--- src/rtl/mux_arb_defs.vh ---
// Shared encodings for the mux-share arbiter: FSM state codes and stats counter width.
// Included by the RTL package and by the testbench.
`ifndef MUX_ARB_DEFS_VH
`define MUX_ARB_DEFS_VH
`define MUX_ARB_ST_IDLE 2'd0
`define MUX_ARB_ST_GNT0 2'd1
`define MUX_ARB_ST_GNT1 2'd2
`define MUX_ARB_STAT_W  16
`endif

--- src/rtl/mux_share_arbiter_pkg.sv ---
// Types and helpers shared by the mux-share arbiter top and its grant FSM.
package mux_share_arbiter_pkg;
`include "mux_arb_defs.vh"

    typedef enum logic [1:0] {
        ST_IDLE = `MUX_ARB_ST_IDLE,
        ST_GNT0 = `MUX_ARB_ST_GNT0,
        ST_GNT1 = `MUX_ARB_ST_GNT1
    } arb_state_e;

    localparam int STAT_W = `MUX_ARB_STAT_W;

    function automatic int hold_w(input int max_hold);
        return $clog2(max_hold) + 1;
    endfunction
endpackage

--- src/rtl/mux_arb_fsm.sv ---
// Round-robin grant FSM for two requesters with a bounded hold under contention.
// Owns state, last_gnt and hold_cnt; grants are plain state decodes.
module mux_arb_fsm
    import mux_share_arbiter_pkg::*;
#(
    parameter int MAX_HOLD = 4
) (
    input  logic clk,
    input  logic rst,
    input  logic en,
    input  logic req0,
    input  logic req1,
    output logic gnt0,
    output logic gnt1
);
    localparam int HW = hold_w(MAX_HOLD);
    localparam logic [HW-1:0] HOLD_LAST = HW'(MAX_HOLD - 1);

    arb_state_e    state_q, state_d;
    logic          last_q, last_d;
    logic [HW-1:0] hold_q, hold_d;

    always_comb begin
        state_d = state_q;
        last_d  = last_q;
        hold_d  = hold_q;
        if (!en) begin
            state_d = ST_IDLE;
        end else begin
            case (state_q)
                ST_IDLE: begin
                    if (req0 && req1)  state_d = last_q ? ST_GNT0 : ST_GNT1;
                    else if (req0)     state_d = ST_GNT0;
                    else if (req1)     state_d = ST_GNT1;
                end
                ST_GNT0: begin
                    if (!req0)                            state_d = req1 ? ST_GNT1 : ST_IDLE;
                    else if (req1 && hold_q == HOLD_LAST) state_d = ST_GNT1;
                end
                ST_GNT1: begin
                    if (!req1)                            state_d = req0 ? ST_GNT0 : ST_IDLE;
                    else if (req0 && hold_q == HOLD_LAST) state_d = ST_GNT0;
                end
                default: state_d = ST_IDLE;
            endcase
        end

        // hold_cnt only advances while the owner keeps the mux and the other side waits
        if (state_d != state_q) begin
            hold_d = '0;
            if (state_d == ST_GNT0)      last_d = 1'b0;
            else if (state_d == ST_GNT1) last_d = 1'b1;
        end else if ((state_q == ST_GNT0 && req1) || (state_q == ST_GNT1 && req0)) begin
            hold_d = hold_q + HW'(1);
        end
        if (!en) hold_d = '0;
    end

    always_ff @(posedge clk) begin
        if (rst) begin
            state_q <= ST_IDLE;
            last_q  <= 1'b1;
            hold_q  <= '0;
        end else begin
            state_q <= state_d;
            last_q  <= last_d;
            hold_q  <= hold_d;
        end
    end

    assign gnt0 = (state_q == ST_GNT0);
    assign gnt1 = (state_q == ST_GNT1);
endmodule

--- src/rtl/mux_share_arbiter.sv ---
// Two-requester arbiter sharing one enabled 2:1 mux; registers the mux result downstream.
// Optional per-requester grant-cycle counters under MUX_ARB_STATS_EN.
module mux_share_arbiter
    import mux_share_arbiter_pkg::*;
#(
    parameter int DATA_W   = 8,
    parameter int MAX_HOLD = 4
) (
    input  logic              clk,
    input  logic              rst,
    input  logic              en,
    input  logic              req0,
    input  logic              req1,
    input  logic [DATA_W-1:0] in0,
    input  logic [DATA_W-1:0] in1,
    output logic              gnt0,
    output logic              gnt1,
    output logic              mux_sel,
    output logic              mux_en,
    output logic [DATA_W-1:0] out_data,
    output logic              out_valid
`ifdef MUX_ARB_STATS_EN
    ,
    output logic [STAT_W-1:0] gnt_cnt0,
    output logic [STAT_W-1:0] gnt_cnt1
`endif
);
    logic [DATA_W-1:0] out_data_q, out_data_d;
    logic              out_valid_q;

    mux_arb_fsm #(.MAX_HOLD(MAX_HOLD)) u_fsm (
        .clk  (clk),
        .rst  (rst),
        .en   (en),
        .req0 (req0),
        .req1 (req1),
        .gnt0 (gnt0),
        .gnt1 (gnt1)
    );

    assign mux_en  = gnt0 | gnt1;
    assign mux_sel = gnt1;

    always_comb begin
        out_data_d = '0;
        if (mux_en) out_data_d = mux_sel ? in1 : in0;
    end

    always_ff @(posedge clk) begin
        if (rst) begin
            out_data_q  <= '0;
            out_valid_q <= 1'b0;
        end else begin
            out_data_q  <= out_data_d;
            out_valid_q <= mux_en;
        end
    end

    assign out_data  = out_data_q;
    assign out_valid = out_valid_q;

`ifdef MUX_ARB_STATS_EN
    logic [STAT_W-1:0] cnt0_q, cnt1_q;

    // Saturating grant-cycle counters; en does not gate them, only the grants do
    always_ff @(posedge clk) begin
        if (rst) begin
            cnt0_q <= '0;
            cnt1_q <= '0;
        end else begin
            if (gnt0 && cnt0_q != '1) cnt0_q <= cnt0_q + STAT_W'(1);
            if (gnt1 && cnt1_q != '1) cnt1_q <= cnt1_q + STAT_W'(1);
        end
    end

    assign gnt_cnt0 = cnt0_q;
    assign gnt_cnt1 = cnt1_q;
`endif
endmodule

--- config.mk ---
export PLATFORM = sky130hd
export DESIGN_NAME = mux_share_arbiter
export DESIGN_NICKNAME = d
export VERILOG_FILES = /design/src/rtl/mux_share_arbiter_pkg.sv /design/src/rtl/mux_arb_fsm.sv /design/src/rtl/mux_share_arbiter.sv
export VERILOG_INCLUDE_DIRS = /design/src /design/src/rtl
export SDC_FILE = /design/constraint.sdc
export NUM_CORES = 1
export LEC_CHECK = 0
export CAP_MARGIN = 20
export CORE_MARGIN = 5
export CORE_UTILIZATION = 45
export CTS_CLUSTER_DIAMETER = 120
export DETAILED_ROUTE_END_ITERATION = 16
export PLACE_DENSITY = 0.8
export SETUP_SLACK_MARGIN = 0.15
export SYNTH_ARGS = -nofsm -noshare
export SYNTH_HDL_FRONTEND = slang
export SYNTH_SLANG_ARGS = --single-unit
--- constraint.sdc ---
create_clock -name clk -period 3.83 [get_ports clk]
set_input_delay 0.766 -clock clk [delete_from_list [all_inputs] [get_ports clk]]
set_output_delay 0.766 -clock clk [all_outputs]
set_load 0.03 [all_outputs]
==> reports/results.txt, run 1 <==
PwrDens - 301 nW/um^2
Die width - 53.8 um
Synthesized net count - 125
Chip Height - 53.8 um
Fin. Hold Viols - 0
Placement Rows - 15
Leak - 0.463 nW
CTS Buf Count - 3
I/O pin cnt - 34
Final worst slack - 778 ps
DIE AREA - 2900 sq um
Slew @ Worst Pin - 710 ps
Clock Sinks - 15
DRC viols - 0
Share of layout cells above drive strength 1 - 0.0538
PortBufs - 33
Antenna violations before repair - 0
GRT met2 Usage - 0.298
CORE AREA - 1780 sq um
Vias per cell - 5.37
Syn. warnings - 0
Layout area overhead - 42.5%
Critical path's slowest cell - clkdlybuf4s50_1
Worst skew pair latency - 290 ps
Starting DRT DRC Count - 19
Overall power - 0.371 mW
Top cells by count, synth - dfxtp_1 (15), nor2_1 (12), mux2i_1 (9), ha_1 (7), nand2_1 (6)
Crit path max fanout - 15
CTS tree - built
Top cells by area, synth - dfxtp_1 (35%), mux2i_1 (10%), ha_1 (10%)
Status - finished, final reports clean
CTS Buffer Depth - 2
Sum Neg Setup Slack - 0 ps
Crit path launch type - register
Max stage delay on crit path - 800 ps
Placer Congestion - 0.870
Post-Syn Instances - 97
Unrepaired setup endpoints after global routing - no
Mapped cell area - 865 sq um
CTS clk-pin slew, worst paths - 90 ps
Hold path startpoint - u_fsm.hold_q[1]$_SDFFE_PP0P_
CTS root buffer - clkbuf_4
Met1 usage - 0.173
Reg2reg start - u_fsm.state_q[0]$_SDFF_PP0_
Fraction of registers with async set/reset - 0
Largest net degree at the start of global routing - 16
Hold WC Path Type - reg -> reg
Total Routing Usage GR - 0.175
Syn_area_per_cell - 8.91 sq um
CTS resizes - 0
Hold slack - 541 ps
Vias in the first global route - 857
Area leader, netlist - dfxtp_1
Post-Route WL - 2.15 mm
Overflow after GRT - 0
Cts hold-fix bufs - 0
Minimum clock period - 3050 ps
Worst path bufs/invs - 2
Htree depth - 1
WP data arrival - 2290 ps
Critical path startpoint - u_fsm.state_q[0]$_SDFF_PP0_
Placed wire-length estimate - 1.76 mm
Yosys cell types - 38
Fin crit share - 0.797
Setup violators final - 0
Post-synth EDFFs - 0
Fin nets - 159
Slew Viols, Final - 0
Post-synth top area share - 0.347
Critical Path End Type - output pin
Post-route ant nets - 0
Antenna cells - 0
Cells along the critical path - inv_1 -> ha_1 -> clkdlybuf4s50_1
Maximum clock rate - 0.328 GHz
Peak supply drop - 0.216 mV
Most common cell in the netlist - dfxtp_1
Global-route wire length before repair - 3.60 mm
Max_cap viols - 0
Post-CTS setup buffer count - 0
GR peak layer - met2
Worst slew margin - 0.527
DR vias - 833
Filler cells - 150
Setup Skew - 1.00 ps
Starting Density - 0.485
Yosys reg bits - 15
Synth Flop Type - dfxtp_1
Met3 usage - 0.0942
Kind of critical path - reg -> out
Worst Path Required - 3060 ps
CP top delay family - buffers and inverters
Drt pass-1 iters - 4
Sequential share of the synthesized area - 0.347
Pre-CTS setup slack - 816 ps
Routed length per instance - 13.9 um
flip-flops by register name, summed over array words and instances, names as in the netlist:
register	cells
out_data	8
out_valid	1
u_fsm.state_q	2
u_fsm.hold_q	3
u_fsm.last_q	1
worst register-to-register path: stages, from the launching register on:
cell and delay (ps):
dfxtp_1 400, inv_1 160, ha_1 640, nand3b_1 150, a31oi_1 340, nand2_1 90
a21o_1 180, ha_1 300, nor2_1 60, a32o_1 260, a211oi_2 190
placed cells by master (no fill, tap or decap), types with 2 or more instances in the layout:
cell             count
a21oi_1              2
a41oi_1              2
clkbuf_4             3
clkdlybuf4s50_1     33
dfxtp_1             15
ha_1                 7
inv_1                5
mux2i_1              9
nand2_1              6
nand2b_1             2
nand3b_1             2
nor2_1              12
nor3_1               5
o21ai_0              3
metal layers:
metal  up-vias  routed length (um)
li1        419                   -
met1       362                 794
met2        50                 999
met3         2                 332
met4         0                  27
met5         -                   0
final timing paths:
path              slack (ps)                           end  depth (start not counted)
setup / recovery         780                       mux_sel                          3
hold / removal           540  u_fsm.hold_q[1]$_SDFFE_PP0P_                          2
setup reg to reg         990     u_fsm.last_q$_SDFFE_PP1P_                         10
hold reg to reg          540  u_fsm.hold_q[1]$_SDFFE_PP0P_                          2
where the power goes:
group          switching, mW  internal [mW]  leakage, nW  total, mW
Combinational         0.0547         0.0551        0.324      0.110
Clock                 0.0538         0.0389       0.0177     0.0927
Sequential           0.00553          0.163        0.122      0.169
Total                  0.114          0.257        0.463      0.371
final cells by class:
type	instances	area, sq um	share of cell area
Multi-Input combinational cell	73	524	0.425
Timing Repair Buffer	33	330	0.268
Sequential cell	15	300	0.244
Tap cell	25	31.3	0.0254
Clock buffer	3	22.5	0.0183
Inverter	5	18.8	0.0152
Clock inverter	1	5.00	0.00406
stage by stage:
step / instance area [sq um] / std cells / utilization
floorplan: 865 / 97 / -
global placement: 1200 / 151 / 0.676
detailed placement: 1200 / 151 / 0.676
CTS: 1230 / 155 / 0.691
global route: 1230 / 155 / 0.691
finish: 1230 / 155 / 0.691
logic make-up after synthesis:
family | Yosys count | share of synthesized area
fa+ha+maj | 7 | 0.101
simple gates | 35 | 0.205
compound gates | 21 | 0.185
flops | 15 | 0.347
xor+xnor | 1 | 0.0101
mux | 9 | 0.104
buf+inv | 9 | 0.0463
No activity file was read; power rests on OpenSTA's default activity.
==> run 2, diff against run 1 <==
--- a/config.mk
+++ b/config.mk
@@ -8,10 +8,10 @@
 export LEC_CHECK = 0
 export CAP_MARGIN = 20
 export CORE_MARGIN = 5
-export CORE_UTILIZATION = 45
+export CORE_UTILIZATION = 42
 export CTS_CLUSTER_DIAMETER = 120
 export DETAILED_ROUTE_END_ITERATION = 16
-export PLACE_DENSITY = 0.8
+export PLACE_DENSITY = 0.76
 export SETUP_SLACK_MARGIN = 0.15
 export SYNTH_ARGS = -nofsm -noshare
 export SYNTH_HDL_FRONTEND = slang
==> constraint.sdc (replaced) <==
create_clock -name clk -period 3.1 [get_ports clk]
set_input_delay 0.62 -clock clk [delete_from_list [all_inputs] [get_ports clk]]
set_output_delay 0.62 -clock clk [all_outputs]
set_load 0.03 [all_outputs]
==> reports/results.txt, run 2 (synthesized netlist as in run 1, its figures left out) <==
Status - finished, final reports clean
Kind of critical path - in -> reg
PortBufs - 33
CTS root buffer - clkbuf_4
Post-Route WL - 1.98 mm
Crit path max fanout - 8
I/O pin cnt - 34
PwrDens - 364 nW/um^2
Clock Sinks - 15
Maximum clock rate - 0.391 GHz
CORE AREA - 1960 sq um
Reg2reg start - u_fsm.state_q[0]$_SDFF_PP0_
Max reg flops - 8
Starting DRT DRC Count - 18
Fin crit share - 0.825
Post-CTS setup buffer count - 0
Worst path depth - 9
Worst Path Required - 3260 ps
Largest net degree at the start of global routing - 10
Placement Rows - 16
Layout area overhead - 43.7%
Starting Density - 0.441
DIE AREA - 3070 sq um
Most frequent cells in the layout - clkdlybuf4s50_1 (33), dfxtp_1 (15), nor2_1 (12)
Hold WC Path Type - reg -> reg
Critical path's slowest cell - clkdlybuf4s50_1
Area occupied by multi-input gates - 524 sq um
Cts hold-fix bufs - 0
Hold path startpoint - u_fsm.hold_q[2]$_SDFFE_PP0P_
Global-route wire length before repair - 3.54 mm
Antenna cells - 0
Setup violators final - 0
CTS resizes - 0
Worst skew pair latency - 270 ps
Total Routing Usage GR - 0.139
Slew Viols, Final - 0
Placed wire-length estimate - 1.68 mm
Share of layout cells above drive strength 1 - 0.0611
Setup Skew - 3.78 ps
R2R cell count - 10
Placer Congestion - 0.915
Sum Neg Setup Slack - 0 ps
Fin. Hold Viols - 0
Hold Path Depth - 2
Fin nets - 160
CTS tree - built
Reg2Reg Setup Slack - 630 ps
RR Endpoint - u_fsm.last_q$_SDFFE_PP1P_
Most common cell after layout, fill and taps aside - clkdlybuf4s50_1
Register area - 300 sq um
CTS Buf Count - 3
DRC viols - 0
Overflow after GRT - 0
Filler cells - 186
Hold EP - u_fsm.hold_q[2]$_SDFFE_PP0P_
Minimum clock period - 2560 ps
Drt pass-1 iters - 4
CTS clk-pin slew, worst paths - 90 ps
Peak supply drop - 0.287 mV
Vias per cell - 5.32
Critical Path End Type - register
Die width - 55.4 um
Max stage delay on crit path - 600 ps
Routed length per instance - 12.6 um
Overall power - 0.452 mW
Cells along the critical path - clkdlybuf4s50_1 -> nand2_1 -> or3_1 -> a41oi_1 -> ha_1 -> nor2_1 -> nand2_1 -> a41oi_1 -> a211oi_2
DR vias - 840
WP data arrival - 2720 ps
Worst path bufs/invs - 1
Worst slew margin - 0.729
Leak - 0.468 nW
Post-route ant nets - 0
Chip Height - 55.4 um
Unrepaired setup endpoints after global routing - no
Crit path launch type - primary input
CTS Buffer Depth - 2
Max_cap viols - 0
CP top delay family - simple AND/OR/NAND/NOR gates
Antenna violations before repair - 0
Htree depth - 1
Vias in the first global route - 858
Slew @ Worst Pin - 407 ps
==> run 2: cell count changes in the layout (fill, tap and decap cells not counted) <==
cell	previous run	this run
buf_4	0	1
==> run 2: routing by layer <==
metal	part of all wire	global-route usage	vias to the layer above
li1	-	-	418
met1	0.38	0.142	381
met3	0.13	0.0839	4
met5	0	0	-
met4	0.0086	0.0521	0
met2	0.48	0.230	37
==> run 2: tightest hold or removal path: cells and delay by family, from the launching register on <==
kind	cells	cell delay, ps
AND/OR/NAND/NOR	1	50
flip-flops	1	320
AO/OA/AOI/OAI	1	120
==> run 2: cell type report <==
| class | count | area share |
|---|---|---|
| clock inverters | 1 | 0.00403 |
| flip-flops and latches | 15 | 0.242 |
| repair buffers | 34 | 0.272 |
| multi-input cells | 73 | 0.422 |
| well taps | 27 | 0.0272 |
| clock buffers | 3 | 0.0181 |
| inverters | 5 | 0.0151 |
==> run 2: how the worst max path moves through the flow <==
stage | endpoint | from | slack, ps
after global placement | u_fsm.last_q$_SDFFE_PP1P_ | req0 | 330
after detailed placement | u_fsm.last_q$_SDFFE_PP1P_ | req0 | 270
after CTS | u_fsm.last_q$_SDFFE_PP1P_ | req0 | 550
after floorplan | u_fsm.last_q$_SDFFE_PP1P_ | u_fsm.state_q[1]$_SDFF_PP0_ | 700
after global routing | mux_en | u_fsm.state_q[1]$_SDFF_PP0_ | 410
final | u_fsm.last_q$_SDFFE_PP1P_ | req0 | 540
==> run 2: metrics by stage <==
step	area, sq um	utilization	cells	hold WS [ps]	worst slack [ps]
after global placement	1210	0.619	154	512	328
final	1240	0.633	158	528	542
after detailed placement	1210	0.619	154	528	269
after global routing	1240	0.633	158	589	414
after CTS	1240	0.633	158	541	550
after floorplan	865	-	97	491	700
==> run 2: where the power goes <==
group | leakage (nW) | internal (mW) | total [mW] | switching [mW]
clock | 0.0177 | 0.0477 | 0.108 | 0.0605
combinational | 0.329 | 0.0686 | 0.136 | 0.0670
sequential | 0.122 | 0.201 | 0.208 | 0.00651
total | 0.468 | 0.318 | 0.452 | 0.134
